## config.mk

```make
export PLATFORM = sky130hd
export DESIGN_NAME = memval_collector
export DESIGN_NICKNAME = d
export VERILOG_FILES = /design/src/rtl/memval_collector.sv
export SDC_FILE = /design/constraint.sdc
export NUM_CORES = 1
export LEC_CHECK = 0
export CAP_MARGIN = 20
export CORE_MARGIN = 2
export CORE_UTILIZATION = 35
export CTS_CLUSTER_SIZE = 14
export DETAILED_ROUTE_END_ITERATION = 10
export GPL_ROUTABILITY_DRIVEN = 0
export SETUP_SLACK_MARGIN = 0.3
export SYNTH_ARGS = -nofsm -noshare
export SYNTH_HDL_FRONTEND = slang
export SYNTH_SLANG_ARGS = --single-unit
```

## constraint.sdc

```tcl
create_clock -name clk -period 6.19 [get_ports clk]
set_clock_uncertainty 0.15 [all_clocks]
set_input_delay 1.5475 -clock clk [delete_from_list [all_inputs] [get_ports clk]]
set_output_delay 1.5475 -clock clk [all_outputs]
set_load 0.05 [all_outputs]
```

## src/rtl/memval_collector.sv

```systemverilog
`default_nettype none
// ============================================================================
//  Module   : memval_collector
//  Purpose  : Block-read consumer for the multiplier result memory. Requests
//             one block read, checks every returned word against coef*index
//             and reports pass/fail, error count, first failing index and an
//             idle timeout.
//  Revision : 1.0  initial release
// ============================================================================
module memval_collector #(
    parameter int WIDTH   = 32,
    parameter int DEPTH   = 64,
    parameter int ADDR_W  = 6,
    parameter int TIMEOUT = 255   // must be >= 2
) (
    input  logic              clk,
    input  logic              rst,
    input  logic              start,
    input  logic [15:0]       coef,
    input  logic              RDY_mult,
    output logic              EN_blockRead,
    input  logic              VALID_memVal,
    input  logic [WIDTH-1:0]  memVal_data,
    output logic              busy,
    output logic              done,
    output logic              pass,
    output logic              timeout,
    output logic [ADDR_W:0]   err_count,
    output logic [ADDR_W-1:0] first_err_idx,
    output logic [ADDR_W:0]   word_count
);

    localparam int c_PROD_W = 16 + ADDR_W;
    localparam int c_TMR_W  = ($clog2(TIMEOUT) > 0) ? $clog2(TIMEOUT) : 1;

    // The cycle of the last accepted word (or the request cycle) counts as
    // elapsed cycle 0, so the run closes exactly TIMEOUT cycles after it.
    localparam logic [c_TMR_W-1:0] c_TMR_LAST  = c_TMR_W'(TIMEOUT - 2);
    localparam logic [c_TMR_W-1:0] c_TMR_ONE   = c_TMR_W'(1);
    localparam logic [ADDR_W:0]    c_LAST_WORD = (ADDR_W + 1)'(DEPTH - 1);
    localparam logic [ADDR_W:0]    c_CNT_ONE   = (ADDR_W + 1)'(1);

    typedef enum logic [2:0] {
        S_IDLE     = 3'd0,
        S_WAIT_RDY = 3'd1,
        S_REQ      = 3'd2,
        S_COLLECT  = 3'd3,
        S_DONE     = 3'd4
    } state_t;

    state_t r_state;
    state_t w_nextState;

    logic [15:0]         r_coef;
    logic [ADDR_W:0]     r_errCount;
    logic [ADDR_W-1:0]   r_firstErrIdx;
    logic [ADDR_W:0]     r_wordCount;
    logic [c_TMR_W-1:0]  r_idleTmr;
    logic                r_pass;
    logic                r_timeout;
    logic                r_busy;
    logic                r_en;
    logic                r_done;

    logic [ADDR_W-1:0]   w_index;
    logic [c_PROD_W-1:0] w_product;
    logic [WIDTH-1:0]    w_expected;
    logic                w_mismatch;
    logic                w_lastWord;
    logic                w_expire;

    assign w_index    = r_wordCount[ADDR_W-1:0];
    assign w_product  = c_PROD_W'(r_coef) * c_PROD_W'(w_index);
    assign w_expected = WIDTH'(w_product);
    assign w_mismatch = (memVal_data != w_expected);
    assign w_lastWord = VALID_memVal && (r_wordCount == c_LAST_WORD);
    assign w_expire   = !VALID_memVal && (r_idleTmr == c_TMR_LAST);

    // State register.
    always_ff @(posedge clk) begin
        if (rst) begin
            r_state <= S_IDLE;
        end else begin
            r_state <= w_nextState;
        end
    end

    // Next-state decode; the DEPTH-th word and the idle expiry both close the run.
    always_comb begin
        w_nextState = r_state;
        case (r_state)
            S_IDLE:     if (start)    w_nextState = S_WAIT_RDY;
            S_WAIT_RDY: if (RDY_mult) w_nextState = S_REQ;
            S_REQ:                    w_nextState = S_COLLECT;
            S_COLLECT:  if (w_lastWord || w_expire) w_nextState = S_DONE;
            S_DONE:                   w_nextState = S_IDLE;
            default:                  w_nextState = S_IDLE;
        endcase
    end

    // Registered status outputs and result counters.
    always_ff @(posedge clk) begin
        if (rst) begin
            r_coef        <= '0;
            r_errCount    <= '0;
            r_firstErrIdx <= '0;
            r_wordCount   <= '0;
            r_idleTmr     <= '0;
            r_pass        <= 1'b0;
            r_timeout     <= 1'b0;
            r_busy        <= 1'b0;
            r_en          <= 1'b0;
            r_done        <= 1'b0;
        end else begin
            // Flags are decoded from the next state so they line up with it.
            r_busy <= (w_nextState != S_IDLE);
            r_en   <= (w_nextState == S_REQ);
            r_done <= (w_nextState == S_DONE);

            case (r_state)
                S_IDLE: begin
                    if (start) begin
                        r_coef        <= coef;
                        r_errCount    <= '0;
                        r_firstErrIdx <= '0;
                        r_wordCount   <= '0;
                        r_idleTmr     <= '0;
                        r_pass        <= 1'b0;
                        r_timeout     <= 1'b0;
                    end
                end
                S_COLLECT: begin
                    if (VALID_memVal) begin
                        if (w_mismatch) begin
                            r_errCount <= r_errCount + c_CNT_ONE;
                            if (r_errCount == '0) begin
                                r_firstErrIdx <= w_index;
                            end
                        end
                        r_wordCount <= r_wordCount + c_CNT_ONE;
                        r_idleTmr   <= '0;
                        // Final word: verdict must be valid in the DONE cycle.
                        if (w_lastWord) begin
                            r_pass <= (r_errCount == '0) && !w_mismatch;
                        end
                    end else if (w_expire) begin
                        r_timeout <= 1'b1;
                    end else begin
                        r_idleTmr <= r_idleTmr + c_TMR_ONE;
                    end
                end
                default: begin
                end
            endcase
        end
    end

    assign EN_blockRead  = r_en;
    assign busy          = r_busy;
    assign done          = r_done;
    assign pass          = r_pass;
    assign timeout       = r_timeout;
    assign err_count     = r_errCount;
    assign first_err_idx = r_firstErrIdx;
    assign word_count    = r_wordCount;

endmodule
`default_nettype wire

```

# Yosys cells after proc, flatten, opt, wreduce, memory -nomap -nowiden

Index checks and enable logic that the tools add are counted.

Add/subtract/negate cells: 3
Multipliers: 1
Equality and inequality tests: 16
Muxes and demuxes: 26
Reduce and logical (&&, ||, !) cells: 17

Operators by type and width:

| kind                                           | number |
|---|---|
| inequality test 32 x 22 -> 1 bit               | 1 |
| 2-to-1 mux 7 bit                               | 4 |
| case mux 7 bit (2 select lines)                | 2 |
| 2-to-1 mux 6 bit                               | 4 |
| 2-to-1 mux 8 bit                               | 3 |
| multiplier 16 x 6 -> 22 bit                    | 1 |
| case mux 8 bit (2 select lines)                | 1 |
| adder 7 x 1 -> 7 bit (second input constant)   | 2 |
| inequality test 2 bit (second input constant)  | 7 |
| case mux 3 bit (4 select lines)                | 1 |
| case mux 6 bit (2 select lines)                | 1 |
| AND reduction 4 bit                            | 3 |
| == test 3 x 2 -> 1 bit (second input constant) | 3 |
| 2-to-1 mux 3 bit                               | 3 |
| adder 8 x 1 -> 8 bit (second input constant)   | 1 |
| == test 8 bit (second input constant)          | 1 |
| == test 7 x 6 -> 1 bit (second input constant) | 1 |
| logical NOT 7 bit                              | 1 |
| AND reduction 3 bit                            | 2 |
| 2-to-1 mux 1 bit                               | 5 |
| AND reduction 5 bit                            | 1 |
| case mux 1 bit (2 select lines)                | 2 |
| == test 3 x 1 -> 1 bit (second input constant) | 1 |
| == test 3 bit (second input constant)          | 1 |
| 8 further kinds                                | 11 |

Flip-flop bits (word level): 52
Bits of input ports: 53
Output and inout port bits: 25
Logic and storage cells: 74

# Depth between registers and ports, before layout

Gate-level depths: netlist of the first run.

Depth after elaboration: 7
Depth in mapped cells: 20
Gate-level depth less buffers: 17

# Worst setup path after synthesis of the first run

No wires, ideal clock.

Path type: reg2reg
Start point: register r_wordCount[2], in the netlist word_count[2]
End point: register r_errCount[3], in the netlist err_count[3]
Library setup time: 0.152 ns
Data arrival time: 5.232 ns
Data required time: 5.888 ns
Setup slack: 0.656 ns
Cell stages (with the launch flop): 19
Buffers on the path: 3
Period minus slack after synthesis: 5.534 ns
Cells stage by stage: dfxtp_1 -> clkbuf_1 -> clkbuf_1 -> nand2_1 -> fa_1 -> fa_1 -> fa_1 -> inv_1 -> ha_1 -> a21oi_2 -> o21ai_1 -> a22o_1 -> a221o_1 -> nor4_1 -> nand4_1 -> or4_4 -> buf_6 -> a41oi_1 -> a31oi_1

Word-level cells in the longest chain between the ends: 4

RTL lines:

| element                                | RTL line | text |
|---|---|---|
| from (decl)                            | 57       | `logic [ADDR_W:0] r_wordCount;` |
| from (signal assigned)                 | 140      | `r_wordCount <= r_wordCount + c_CNT_ONE;` |
| multiplier 16 x 6 -> 22 bit            | 73       | `assign w_product = c_PROD_W'(r_coef) * c_PROD_W'(w_index);` |
| inequality test 32 x 22 -> 1 bit       | 75       | `assign w_mismatch = (memVal_data != w_expected);` |
| inequality test 2 bit (no source line) | n/a      |  |
| AND reduction 4 bit (no source line)   | n/a      |  |
| to (signal assigned)                   | 135      | `r_errCount <= r_errCount + c_CNT_ONE;` |
| to (decl)                              | 55       | `logic [ADDR_W:0] r_errCount;` |

No other way between the ends.
A chain may end at the register's enable or synchronous reset.

# Final worst setup path of the first run

Start point: register r_wordCount[2], in the netlist word_count[2]
End point: register r_errCount[6], in the netlist err_count[6]

The elaborated chain is that of the path after synthesis.

==> flow_summary.yaml, run 1 <==
run_status:
  run_status: "complete, no violations"
critical_path:
  cp-startpoint: "word_count[2]"
  rr_worst_depth: 16
  crit_path_arrival_time_ps: 5520
  path_max_fanout: 14
  r2r-start: "word_count[2]"
  setup_slack_on_the_worst_flop_to_flop_path_ps: 750
  worst_ep_required_time_ps: 6260
  setup.worst_path.class: "register to register"
  cp-end-kind: "register"
  startpoint_type: "register"
grt:
  grt.overflow.total: 0
  grt_start_max_net_pins: 27
  antenna_found_initial: 0
  vias_in_the_first_global_route: 4798
  gr-usage-all-layers: 0.173
  grt_pass1_wl_mm: 22.8
yosys:
  netlist.area_leader.share: 0.216
  syn-num-nets: 785
  ys_async_sr_fraction: 0
  synthTopCellsByArea: "fa_1 (22%), dfxtp_1 (20%), nand2_1 (11%), ha_1 (8.3%), xnor2_1 (3.6%)"
  ys.flop_type: "dfxtp_1"
  synth.yosys.warnings: 0
  synth_cell_type_count: 61
  synth_seq_area_share: 0.197
  synthesis.instances: 640
  yosys.cell_count.top_type: "nand2_1"
  synth_area_mm2: 0.00529
  post_synth_edffs: 0
  post-synth-top-area-cell: "fa_1"
  syn-mean-instance-area_um2: 8.26
  number_of_flip_flops_and_latches_in_the_synthesized_netlist: 52
  synthTopCellsByCount: "nand2_1 (156), fa_1 (57), dfxtp_1 (52), inv_1 (45), a21oi_1 (38)"
sta:
  rsz0062_at_grt: "false"
  timing.final.ws_setup_ps: 746
  worst_pin_slew_ps: 920
  finalCriticalPeriod_ps: 5440
  setup-tns-final_ps: 0
  timing.max_slew.rel_slack: 0.382
  setup_viol_count_final: 0
  post-route-period-util: 0.879
  fmax_mhz: 184
  finalHoldViolations: 0
  final_max_slew_viol_count: 0
min_path:
  min-delay-start: "first_err_idx[0]"
  min-delay-path-class: "register to register"
  worst_hold_path.num_cells: 2
floorplan:
  die_width_um: 127
  initial_utilization: 0.361
  floorplan.die.height_um: 127
  placementRows: 44
  die-area_mm2: 0.0161
  floorplan.core_area_mm2: 0.0146
  num_io_pins: 78
route:
  postRouteAntennaNets: 0
  dr_total_vias: 4739
  detail_route.wirelength.met1_mm: 5.98
  drt_first_pass_iters: 5
  met2WireLength_mm: 6.97
  route.top_layer_used: "met4"
  detailroute.wirelength.met3_um: 650
  avgRoutedWirePerCell_um: 15.5
  drt_first_iter_violations: 275
  viasPerCell: 5.30
  remaining_drc_errors: 0
  route.final.wire_length_mm: 13.9
final_layout:
  stdcell_count: 894
  antenna_cells: 0
  drive_gt1_frac: 0.0535
  syn2layout_area_growth_pct: 21.3
  fin_nets: 854
clocking:
  cts.repair_timing.setup_buffer_count: 0
  clkTransAtPathRegs_ps: 70
  clock_insertion_delay_worst_skew_ps: 300
  clock_tree_from_tritoncts: "done"
  ctsRootBufferMaster: "clkbuf_16"
  sink_count_of_the_clock_tree: 52
  cts_repair_resize_count: 0
  cts_hold_buffers: 0
  cts-root-to-sink-buffers: 2
  htree_levels: 2
  num_cts_buffers: 5
job:
  max_cap_viol_count: 0
placed_design:
  dp.final_hpwl_mm: 11.0
  port_buffers: 77
  dpl.cell_count: 886
  pre_cts_slack_ps: 555
power:
  vdd.ir_drop.worst_mv: 0.121
  power.static_leakage_uw: 0.00238
  power-per-cell-area_mw_per_mm2: 119
[cell type report]
type / count / area [um2]
Clock buffer: 5 / 125
Clock inverter: 3 / 21.3
Fill cell: 1470 / 8230
Inverter: 45 / 169
Multi-Input combinational cell: 518 / 3980
Sequential cell: 52 / 1050
Tap cell: 184 / 230
Timing Repair Buffer: 87 / 846
[report_power, final]
group	switching, uW	internal [uW]
sequential	19.4	346
clock	131	151
combinational	57.8	58.7
total	208	555
[cells by family (layout without fill, tap and decap cells)]
group / count (synthesis) / count (layout) / synth area share
and+or+nand+nor: 273 / 273 / 0.234
AOI/OAI and AO/OA: 102 / 102 / 0.131
adders and majority gates: 92 / 92 / 0.299
buffers and inverters: 70 / 140 / 0.0523
DFF: 52 / 52 / 0.197
xor gates and xnor gates: 39 / 39 / 0.0646
muxes: 12 / 12 / 0.0229
[worst paths after layout]
check / end
min: first_err_idx[0]
max: err_count[6]
max reg2reg: err_count[6]
min reg2reg: first_err_idx[0]
[registers in the layout (all words and copies together), names as in the netlist]
| signal | flops |
|---|---|
| r_state | 3 |
| EN_blockRead | 1 |
| busy | 1 |
| word_count | 7 |
| done | 1 |
| r_idleTmr | 8 |
| first_err_idx | 6 |
| pass | 1 |
| r_coef | 16 |
| timeout | 1 |
| err_count | 7 |
[placed cells by master, fill, tap and decap left out, types with 6 or more instances in the layout]
cell,count
nor2_1,36
xor2_1,17
or3_1,6
a21oi_1,38
clkdlybuf4s50_1,77
dfxtp_1,47
nor3_1,6
nand3_1,8
ha_1,35
buf_4,10
and2_1,17
xnor2_1,22
fa_1,57
inv_1,45
mux2i_1,11
nand4_1,11
nor4_1,6
nand2b_1,6
nand2_1,156
a31oi_1,7
o21ai_0,14
[layer usage]
metal | GRT usage | vias to the layer above
met2 | 0.305 | 127
met3 | 0.0236 | 24
met5 | 0 | -
met1 | 0.223 | 2315
li1 | - | 2273
met4 | 0.0446 | 0
[through the flow]
stage	hold slack (ps)	total power, uW	cell area (um2)	utilization
after floorplan	309	427	5290	-
after global placement	305	487	6260	0.428
after detailed placement	307	489	6260	0.428
after CTS	317	770	6410	0.438
after global routing	349	796	6420	0.438
final	312	764	6420	0.438
[worst max-delay path, stage by stage (launching register included)]
cell	delay (ps)
dfxtp_2	450
buf_4	260
nand2_1	100
fa_1	580
fa_1	450
fa_1	540
inv_1	40
ha_1	450
a21oi_1	160
o21ai_2	190
nor2_1	90
a221o_1	360
nor4_1	280
nand4_1	190
or4_4	630
a21o_1	280
a31oi_1	170
Power figures use the tool's default switching activity.
==> run 2: changes to the inputs <==
--- a/config.mk
+++ b/config.mk
@@ -8,10 +8,9 @@
 export CAP_MARGIN = 20
 export CORE_MARGIN = 2
 export CORE_UTILIZATION = 35
-export CTS_CLUSTER_SIZE = 14
 export DETAILED_ROUTE_END_ITERATION = 10
 export GPL_ROUTABILITY_DRIVEN = 0
-export SETUP_SLACK_MARGIN = 0.3
+export SETUP_SLACK_MARGIN = 0.05
 export SYNTH_ARGS = -nofsm -noshare
 export SYNTH_HDL_FRONTEND = slang
 export SYNTH_SLANG_ARGS = --single-unit
==> run 2 against run 1 <==
Compared with the run above: sequential cell count stayed put; total power hardly changed; wire length is 0.10% lower; register-to-register slack worse by 230 ps; final cell count stayed put; global-route usage stayed put; sequential share of layout area is 0.082 points lower; non-clock buffer count stayed put; fmax is 4.1% lower; highest routed layer unchanged; worst hold slack hardly changed; critical path depth is 1 lower.
==> flow_summary.yaml, run 2 (same netlist as run 1, synthesis figures left out) <==
run_status:
  run_status: "complete, no violations"
route:
  drt_first_iter_violations: 283
  drt_first_pass_iters: 5
  dr_total_vias: 4748
  avgRoutedWirePerCell_um: 15.5
  viasPerCell: 5.31
  route.final.wire_length_mm: 13.9
  postRouteAntennaNets: 0
  remaining_drc_errors: 0
clocking:
  cts.repair_timing.setup_buffer_count: 0
  ctsRootBufferMaster: "clkbuf_16"
  clkTransAtPathRegs_ps: 70
  htree_levels: 2
  num_cts_buffers: 5
  cts_repair_resize_count: 0
  clock_insertion_delay_worst_skew_ps: 300
  sink_count_of_the_clock_tree: 52
  cts-root-to-sink-buffers: 2
  clock_tree_from_tritoncts: "done"
  cts_hold_buffers: 0
grt:
  grt_pass1_wl_mm: 22.8
  antenna_found_initial: 0
  gr-usage-all-layers: 0.173
  grt.overflow.total: 0
  grt_start_max_net_pins: 27
  vias_in_the_first_global_route: 4798
critical_path:
  startpoint_type: "register"
  worst_ep_required_time_ps: 6260
  cp-end-kind: "register"
  setup.worst_path.class: "register to register"
  path_max_fanout: 21
  crit_path_arrival_time_ps: 5750
floorplan:
  initial_utilization: 0.361
  floorplan.die.height_um: 127
  placementRows: 44
  num_io_pins: 78
  die_width_um: 127
  die-area_mm2: 0.0161
  floorplan.core_area_mm2: 0.0146
sta:
  worst_pin_slew_ps: 920
  final_max_slew_viol_count: 0
  setup-tns-final_ps: 0
  post-route-period-util: 0.917
  timing.final.ws_setup_ps: 516
  finalHoldViolations: 0
  setup_viol_count_final: 0
  fmax_mhz: 176
  rsz0062_at_grt: "false"
  finalCriticalPeriod_ps: 5670
  timing.max_slew.rel_slack: 0.382
power:
  power-per-cell-area_mw_per_mm2: 119
  vdd.ir_drop.worst_mv: 0.121
  power.static_leakage_uw: 0.00238
final_layout:
  final_cell_mix: "nand2_1 (156), clkdlybuf4s50_1 (77), fa_1 (57)"
  layout_top_registers: "r_coef (16), r_idleTmr (8)"
  finalCoreUtilization: 0.438
  syn2layout_area_growth_pct: 21.2
  fin_nets: 854
  layout_commonest_cell: "nand2_1"
  layout.filler_cells: 1471
  largest_register_ffs: 16
  seq_area_mm2: 0.00104
  drive_gt1_frac: 0.0465
  multi_input_area_mm2: 0.00398
  antenna_cells: 0
  largest-register: "r_coef"
placed_design:
  pre_cts_slack_ps: 555
  dp.final_hpwl_mm: 11.0
  port_buffers: 77
min_path:
  min-delay-path-class: "register to register"
job:
  max_cap_viol_count: 0
==> run 2: changes by cell type in the layout (fill, tap and decap cells not counted) <==
cell,before,now
dfxtp_2,5,0
dfxtp_1,47,52
==> run 2: through the flow <==
step | power (uW) | cells | cell area, um2 | hold slack (ps)
2_1_floorplan | 427 | 640 | 5290 | 309
3_3_place_gp | 487 | 886 | 6260 | 305
3_5_place_dp | 489 | 886 | 6260 | 307
4_1_cts | 770 | 894 | 6410 | 317
5_1_grt | 796 | 894 | 6410 | 349
6_report | 764 | 894 | 6410 | 312
==> run 2: metal layers <==
metal / wire (um) / track usage
met2: 6950 / 0.305
met5: 0 / 0
met3: 687 / 0.0236
met1: 5960 / 0.223
met4: 265 / 0.0446
==> run 2: final timing paths <==
check,from,end,slack [ps],cells past startpoint
worst max-delay path,word_count[4],err_count[6],520,15
worst max register to register,word_count[4],err_count[6],520,15
worst min register to register,first_err_idx[0],first_err_idx[0],310,2
worst min-delay path,first_err_idx[0],first_err_idx[0],310,2
==> run 2: power breakdown <==
part           internal, uW  switching [uW]
sequential              346            19.5
clock                   151             131
combinational          58.7            57.8
total                   555             209
==> run 2: worst max-delay path, stage by stage, from the launching register on <==
cell,delay (ps)
dfxtp_1,840
nand2_1,170
fa_1,530
fa_1,520
fa_1,540
inv_1,40
ha_1,450
a21oi_1,160
o21ai_2,190
nor2_1,90
a221o_1,360
nor4_1,280
nand4_1,190
or4_4,630
a21o_1,280
a31oi_1,170
==> run 2: cell type report <==
class	instances	area share
inverters	45	0.0264
well taps	184	0.0359
clock inverters	3	0.00332
multi-input cells	518	0.621
clock buffers	5	0.0195
flip-flops and latches	52	0.162
repair buffers	87	0.132
